==> src/rtl/mem_arbiter_pkg.sv <==
// Shared types for the IF/LS memory bus arbiter: FSM states, owner encoding, timeout width.
package mem_arbiter_pkg;

  typedef enum logic [1:0] {
    StIdle = 2'd0,
    StReq  = 2'd1,
    StWait = 2'd2
  } arb_state_e;

  typedef enum logic {
    OwnIf = 1'b0,
    OwnLs = 1'b1
  } arb_owner_e;

  localparam int unsigned ArbToWidth = 8;

endpackage

==> src/rtl/mem_arb_rr.sv <==
// Combinational 2-way round-robin pick between fetch and load/store requests.
module mem_arb_rr
  import mem_arbiter_pkg::*;
(
  input  logic       if_req,
  input  logic       ls_req,
  input  arb_owner_e prio,
  output logic       grant_valid,
  output arb_owner_e grant_owner
);

  always_comb begin
    grant_valid = if_req | ls_req;
    grant_owner = OwnIf;
    if (if_req && ls_req) begin
      grant_owner = prio;
    end else if (ls_req) begin
      grant_owner = OwnLs;
    end
  end

endmodule

==> src/rtl/mem_arbiter.sv <==
// Shares one single-port memory bus between fetch and load/store, one transfer at a time,
// with a timeout abort and the core stall.
module mem_arbiter
  import mem_arbiter_pkg::*;
#(
  parameter int unsigned AW      = 32,
  parameter int unsigned DW      = 32,
  parameter int unsigned TIMEOUT = 255
) (
  input  logic            clk,
  input  logic            rst_n,
  input  logic            if_req,
  input  logic [AW-1:0]   if_addr,
  output logic [DW-1:0]   if_rdata,
  output logic            if_rvalid,
  input  logic            ls_req,
  input  logic            ls_we,
  input  logic [AW-1:0]   ls_addr,
  input  logic [DW-1:0]   ls_wdata,
  input  logic [DW/8-1:0] ls_wstrb,
  output logic [DW-1:0]   ls_rdata,
  output logic            ls_rvalid,
  output logic            bus_err,
  output logic            mem_req,
  output logic            mem_we,
  output logic [AW-1:0]   mem_addr,
  output logic [DW-1:0]   mem_wdata,
  output logic [DW/8-1:0] mem_wstrb,
  input  logic            mem_gnt,
  input  logic            mem_rvalid,
  input  logic [DW-1:0]   mem_rdata,
  output logic            stall
);

  localparam logic [ArbToWidth-1:0] ToLast = ArbToWidth'(TIMEOUT - 1);

  arb_state_e            state_q, state_d;
  arb_owner_e            owner_q, owner_d;
  arb_owner_e            prio_q, prio_d;
  logic [AW-1:0]         addr_q, addr_d;
  logic                  we_q, we_d;
  logic [DW-1:0]         wdata_q, wdata_d;
  logic [DW/8-1:0]       wstrb_q, wstrb_d;
  logic [ArbToWidth-1:0] cnt_q, cnt_d;

  logic       grant_valid;
  arb_owner_e grant_owner;
  logic       complete, expire, done;

  mem_arb_rr u_rr (
    .if_req      (if_req),
    .ls_req      (ls_req),
    .prio        (prio_q),
    .grant_valid (grant_valid),
    .grant_owner (grant_owner)
  );

  // A response in the grant cycle lands in REQ and is ignored; only WAIT accepts it.
  assign complete = (state_q == StWait) && mem_rvalid;
  assign expire   = (state_q != StIdle) && (cnt_q == ToLast) && !complete;
  assign done     = complete | expire;

  always_comb begin
    state_d = state_q;
    owner_d = owner_q;
    prio_d  = prio_q;
    addr_d  = addr_q;
    we_d    = we_q;
    wdata_d = wdata_q;
    wstrb_d = wstrb_q;
    cnt_d   = cnt_q;
    unique case (state_q)
      StIdle: begin
        if (grant_valid) begin
          state_d = StReq;
          owner_d = grant_owner;
          prio_d  = (grant_owner == OwnIf) ? OwnLs : OwnIf;
          cnt_d   = '0;
          if (grant_owner == OwnLs) begin
            addr_d  = ls_addr;
            we_d    = ls_we;
            wdata_d = ls_wdata;
            wstrb_d = ls_wstrb;
          end else begin
            addr_d  = if_addr;
            we_d    = 1'b0;
            wdata_d = '0;
            wstrb_d = '0;
          end
        end
      end
      StReq: begin
        cnt_d = cnt_q + 1'b1;
        if (expire) begin
          state_d = StIdle;
        end else if (mem_gnt) begin
          state_d = StWait;
        end
      end
      StWait: begin
        cnt_d = cnt_q + 1'b1;
        if (done) begin
          state_d = StIdle;
        end
      end
      default: state_d = StIdle;
    endcase
  end

  always_ff @(posedge clk or negedge rst_n) begin
    if (!rst_n) begin
      state_q <= StIdle;
      owner_q <= OwnIf;
      prio_q  <= OwnLs;
      addr_q  <= '0;
      we_q    <= 1'b0;
      wdata_q <= '0;
      wstrb_q <= '0;
      cnt_q   <= '0;
    end else begin
      state_q <= state_d;
      owner_q <= owner_d;
      prio_q  <= prio_d;
      addr_q  <= addr_d;
      we_q    <= we_d;
      wdata_q <= wdata_d;
      wstrb_q <= wstrb_d;
      cnt_q   <= cnt_d;
    end
  end

  assign mem_req   = (state_q == StReq) && !expire;
  assign mem_we    = we_q;
  assign mem_addr  = addr_q;
  assign mem_wdata = wdata_q;
  assign mem_wstrb = wstrb_q;

  assign if_rvalid = done && (owner_q == OwnIf);
  assign ls_rvalid = done && (owner_q == OwnLs);
  assign bus_err   = expire;
  assign if_rdata  = (complete && (owner_q == OwnIf)) ? mem_rdata : '0;
  assign ls_rdata  = (complete && (owner_q == OwnLs)) ? mem_rdata : '0;

  assign stall = (if_req & ~if_rvalid) | (ls_req & ~ls_rvalid);

endmodule

==> config.mk <==
export PLATFORM = sky130hd
export DESIGN_NAME = mem_arbiter
export DESIGN_NICKNAME = d
export VERILOG_FILES = /design/src/rtl/mem_arbiter_pkg.sv /design/src/rtl/mem_arb_rr.sv /design/src/rtl/mem_arbiter.sv
export SDC_FILE = /design/constraint.sdc
export NUM_CORES = 1
export LEC_CHECK = 0
export CORE_MARGIN = 5
export CORE_UTILIZATION = 33
export DETAILED_ROUTE_END_ITERATION = 12
export PLACE_DENSITY = 0.78
export SYNTH_ARGS = -nofsm -noshare
export SYNTH_HDL_FRONTEND = slang
export SYNTH_HIERARCHICAL = 1
export SYNTH_SLANG_ARGS = --single-unit
==> constraint.sdc <==
create_clock -name clk -period 1.8 [get_ports clk]
set_clock_uncertainty 0.2 [all_clocks]
set_input_delay 0.36 -clock clk [delete_from_list [all_inputs] [get_ports clk]]
set_output_delay 0.36 -clock clk [all_outputs]
set_load 0.02 [all_outputs]
Yosys cells after proc, flatten, opt, wreduce, memory -nomap -nowiden
Index checks and enable logic that the tools add are counted. W data, S select, Z words.

Bitwise operators: 8. Add/subtract/negate cells: 1. Equal/unequal tests: 6. Multiplexer cells: 16. Reduce and logical (&&, ||, !) cells: 18.

Operator list (number): $mux W32 (4); $pmux W8 S2 (1); $logic_and A1 B1 Y1 (9); $add A8 B1 Y8 const B (1); $eq A8 B8 Y1 const B (1); $mux W2 (4); $mux W8 (1); $pmux W2 S3 (1); $mux W1 (4); $mux W4 (1); $ne A2 B2 Y1 const B (2); $reduce_and A2 Y1 (2); $reduce_bool A2 Y1 (2); $ne A3 B3 Y1 const B (1); $not A1 Y1 (3); $or A1 B1 Y1 (3); $reduce_and A3 Y1 (1); $and A1 B1 Y1 (2); $eq A2 B1 Y1 const B (1); $eq A2 B2 Y1 const B (1); $logic_not A1 Y1 (2); $logic_not A2 Y1 (1); $reduce_or A2 Y1 (1).

Input port bits: 139. Bits in registers: 81. Word-level logic and storage cells: 57. Output and inout bits: 138.

Logic depth before layout (Yosys ltp)
Depth after elaboration: 9. Depth in mapped cells: 8. Gate-level depth less buffers: 6.

Cells and area by module
Netlist, hierarchy kept.

Modules (own cells, without submodules): mem_arbiter (area an instance 4122.7 um^2, instances 1, seq. area each 2028.2 um^2, cells an instance 457); mem_arb_rr (area an instance 17.5 um^2, instances 1, seq. area each 0.0 um^2, cells an instance 3).

Least setup slack after synthesis
OpenSTA, ideal clock, no wires.

Path kind: reg-to-output. Start: register state_q[0]. End: output port if_rvalid. Buffers on the path: 1. Arrival: 1.592 ns. Cell stages (with the launch flop): 7. Path slack: -0.352 ns. Required time: 1.240 ns. Path through: dfrtp_1 inv_1 ha_1 buf_4 nand4b_4 or2_2 a21oi_1.

Word-level cells in the longest chain between the ends: 6. Elaborated cells between the ends (all ways): 8. Those cells by class: eq/ne (1); bitwise (1); reduce/logical (6).

RTL lines: from (decl) (RTL line mem_arbiter.sv:37) `arb_state_e state_q, state_d;`; from (signal assigned) (RTL line mem_arbiter.sv:112) `state_q <= StIdle;`; from (signal assigned) (RTL line mem_arbiter.sv:121) `state_q <= state_d;`; $eq A2 B2 Y1 (RTL line mem_arbiter.sv:59) `assign complete = (state_q == StWait) && mem_rvalid;`; $logic_and A1 B1 Y1 (RTL line mem_arbiter.sv:59); $logic_not A1 Y1 (RTL line mem_arbiter.sv:60) `assign expire = (state_q != StIdle) && (cnt_q == ToLast) && !complete;`; $logic_and A1 B1 Y1 (RTL line mem_arbiter.sv:60); $or A1 B1 Y1 * (RTL line mem_arbiter.sv:61) `assign done = complete | expire;`; $logic_and A1 B1 Y1 * (RTL line mem_arbiter.sv:138) `assign if_rvalid = done && (owner_q == OwnIf);`; to (decl) (RTL line mem_arbiter.sv:15) `output logic if_rvalid,`.

Every way passes the cells marked *; elsewhere a longest branch is shown, timed or not.

Worst setup path in the final report
Start: register state_q[0]. End: output port ls_rdata[7].

Word-level cells in the longest chain between the ends: 4.

RTL lines: $eq A2 B2 Y1 (RTL line mem_arbiter.sv:59); $logic_and A1 B1 Y1 (RTL line mem_arbiter.sv:59); $logic_and A1 B1 Y1 (RTL line mem_arbiter.sv:142) `assign ls_rdata = (complete && (owner_q == OwnLs)) ? mem_rdata : '0;`; $mux W32 (RTL line mem_arbiter.sv:142); to (decl) (RTL line mem_arbiter.sv:21) `output logic [DW-1:0] ls_rdata,`.

Every way passes these cells.

==> flow_summary.toml <==
[clocking]
cts_made_buffers = 9
insertion_delay_ps = 330
cts_tree = "done"
htreeDepth = 3
cts_buffer_depth = 2
clock_sinks = 81
root_buffer = "clkbuf_16"
clk_pin_slew_worst_paths_ps = 60

[run]
cap_violations = 0

[synth]
avgSynthCellArea_um2 = 9.00
synthAdderAreaFrac_pct = 1.81
synth.area.mux_share_pct = 8.49
syn_nets = 605
ys_seq_elements = 81
yosys.area_share.xor_xnor_pct = 1.27
yosys.area_share.simple_pct = 29.2
async_reset_ff_share_pct = 100
synth_top_family_by_area = "simple AND/OR/NAND/NOR gates"
synth.yosys.seq_area_share_pct = 49.0
synthDistinctLibCells = 34
syn_inst = 460
synth-compound-area-share_pct = 6.53
synth_edf_count = 0
yosys_warnings = 6
syn_area_um2 = 4140
synth-main-ff-cell = "dfrtp_1"

[global_route]
antenna_found_initial = 0
grt_pass1_vias = 4675
grt_pass1_wl_um = 23600
grt_max_degree = 82
overflow = 0
track_usage_pct = 20.2

[die]
die_x_um = 122
io_pins = 277
start_util_pct = 33.2
core_um2 = 12500
fp.dieH_um = 122
fp-row-count = 41
die_area_um2 = 14900

[timing]
tightest_slew_ps = 449
hold_slack_ps = 260
post-route-min-period_ps = 2320
tns_ps = -37640
fin_ws_ps = -518
layout_worst_path_cycle_share_pct = 129
slew_headroom_pct = 70.1
rsz0062_at_grt = "yes"
slew_violations = 0
setup-violations-final = 144
fmax_mhz = 431
final-hold-violation-count = 0

[setup_path]
worstPathCellList = "inv_2 > ha_4 > and3_4 > clkbuf_16 > and2_2 > buf_6"
cpMaxStageDelayCell = "dfrtp_1"
cp-start-kind = "register"
reg2reg_depth = 9
worstPathMaxFanout = 8
cp.required_ps = 1240
r2r_start = "state_q[1]"
critPathKind = "register to primary output"
path_buf_inv = 3
cp.arrival_ps = 1760
cpPeakStageDelay_ps = 400
regToRegSetupSlack_ps = -250
end_kind = "primary output"
timing.rr.end = "state_q[0]"
crit_family = "simple AND/OR/NAND/NOR gates"

[power]
powerDensity_nw_per_um2 = 1440
pwr-share-clk_pct = 14.2
p_leak_nw = 4.44
seq_power_share_pct = 24.9
ir_drop_mv = 0.699
p_comb_share_pct = 60.9
p_switching_mw = 5.39
swShare_pct = 41.6
intPower_mw = 7.57

[finish]
instances_no_fill = 974
drive_above_1_share_pct = 40.0
mostFrequentLayoutCell = "clkdlybuf4s50_1"
n_antenna_cell = 0
final_cell_mix = "clkdlybuf4s50_1, buf_6, dfrtp_1"
final_nets = 942
design_area_um2 = 9030
fillCellCount = 895
synthToLayoutAreaGrowth_pct = 118

[place]
dp_cells = 915
placed_area_um2 = 7500
post-place-ws_ps = -845
place_congestion = 0.870
hpwlAfterDp_um = 11600
port_buffers = 276

[run_status]
status = "finished with violations"
violations = "negative setup slack"

[routing]
firstDrtPassIters = 4
antenna_left = 0
vias_per_cell = 4.86
drcViolationCount = 0
wirelength_um = 18300
wl_per_cell_um = 18.8
num_vias = 4738
drt_iter0_drc = 202

[hold_path]
hold_end = "mem_wdata[24]"
min-delay-start = "mem_wdata[24]"
hold_class = "register to register"
hold_depth = 2
## worst min-delay path, stage by stage, from the launching register on
cell	delay, ps
dfrtp_1	340
nand2_1	50
nand2_1	40
## Yosys cell counts, types with 2 or more instances
cell type	number	area [um2]
nor2b_1	2	12.5
ha_1	6	75.1
xnor2_1	5	43.8
and2_1	67	419
dfrtp_1	80	2000
clkbuf_1	22	82.6
nor2_1	13	48.8
o21ai_0	34	170
buf_2	7	35.0
mux2i_1	34	340
a21oi_1	6	30.0
nand3_1	38	190
inv_1	8	30.0
nand2_1	116	435
nor4_1	2	12.5
nor3_1	2	10.0
## logic make-up after synthesis
family	Yosys count
and+or+nand+nor	247
DFF	81
AOI/OAI and AO/OA	47
buffers and inverters	38
muxes	35
xor gates and xnor gates	6
adders and majority gates	6
## metal layers
layer  global-route usage (%)  wire length (um)  vias up
met1                     20.8              6440     2271
met5                        0                 0        -
met4                     8.89               571        0
li1                         -                 -     2195
met3                     5.39              1500       45
met2                     37.9              9790      227
## how the worst max path moves through the flow
| stage | start | to | slack (ps) | depth (start not counted) |
|---|---|---|---|---|
| finish | state_q[0] | ls_rdata[7] | -520 | 6 |
| global route | state_q[1] | mem_req | -600 | 8 |
| CTS | state_q[1] | mem_req | -520 | 8 |
| detailed placement | mem_rvalid | if_rdata[1] | -840 | 6 |
| global placement | mem_rvalid | if_rdata[26] | -790 | 6 |
| floorplan | state_q[0] | ls_rvalid | -160 | 7 |
## cell type report
type | count | area (um2) | area share, %
Timing Repair Buffer | 356 | 3950 | 43.7
Multi-Input combinational cell | 341 | 2500 | 27.8
Sequential cell | 81 | 2030 | 22.5
Clock buffer | 11 | 243 | 2.69
Tap cell | 172 | 215 | 2.38
Clock inverter | 5 | 55.1 | 0.610
Inverter | 8 | 32.5 | 0.360
## flip-flops by register name, indices dropped and copies added, names as in the netlist
signal     flops
mem_addr      32
prio_q         1
cnt_q          8
mem_wstrb      4
mem_wdata     32
owner_q        1
mem_we         1
state_q        2
## timing repair
item | 4_1_cts | 5_1_grt
endpoints found under the hold margin | 80 | 0
setup endpoints to repair | 149 | 143
setup buffers | 5 | 11
gates resized for setup | 491 | 142
cloned | 5 | 22
pin swaps | 10 | 28
hold buffers | 1 | 0
## power groups by stage
stage               logic [mW]  registers, mW  clock network [mW]
floorplan                 2.00           4.10                   0
global placement          5.86           3.11                   0
detailed placement        5.98           3.17                   0
CTS                       5.84           3.11                1.86
global route              8.38           3.33                1.96
finish                    7.89           3.23                1.84
## stage by stage
step	utilization, %	power (mW)
floorplan	-	6.10
global placement	60.2	8.97
detailed placement	60.2	9.15
CTS	65.0	10.8
global route	72.4	13.7
finish	72.4	13.0
Power figures use the tool's default switching activity.
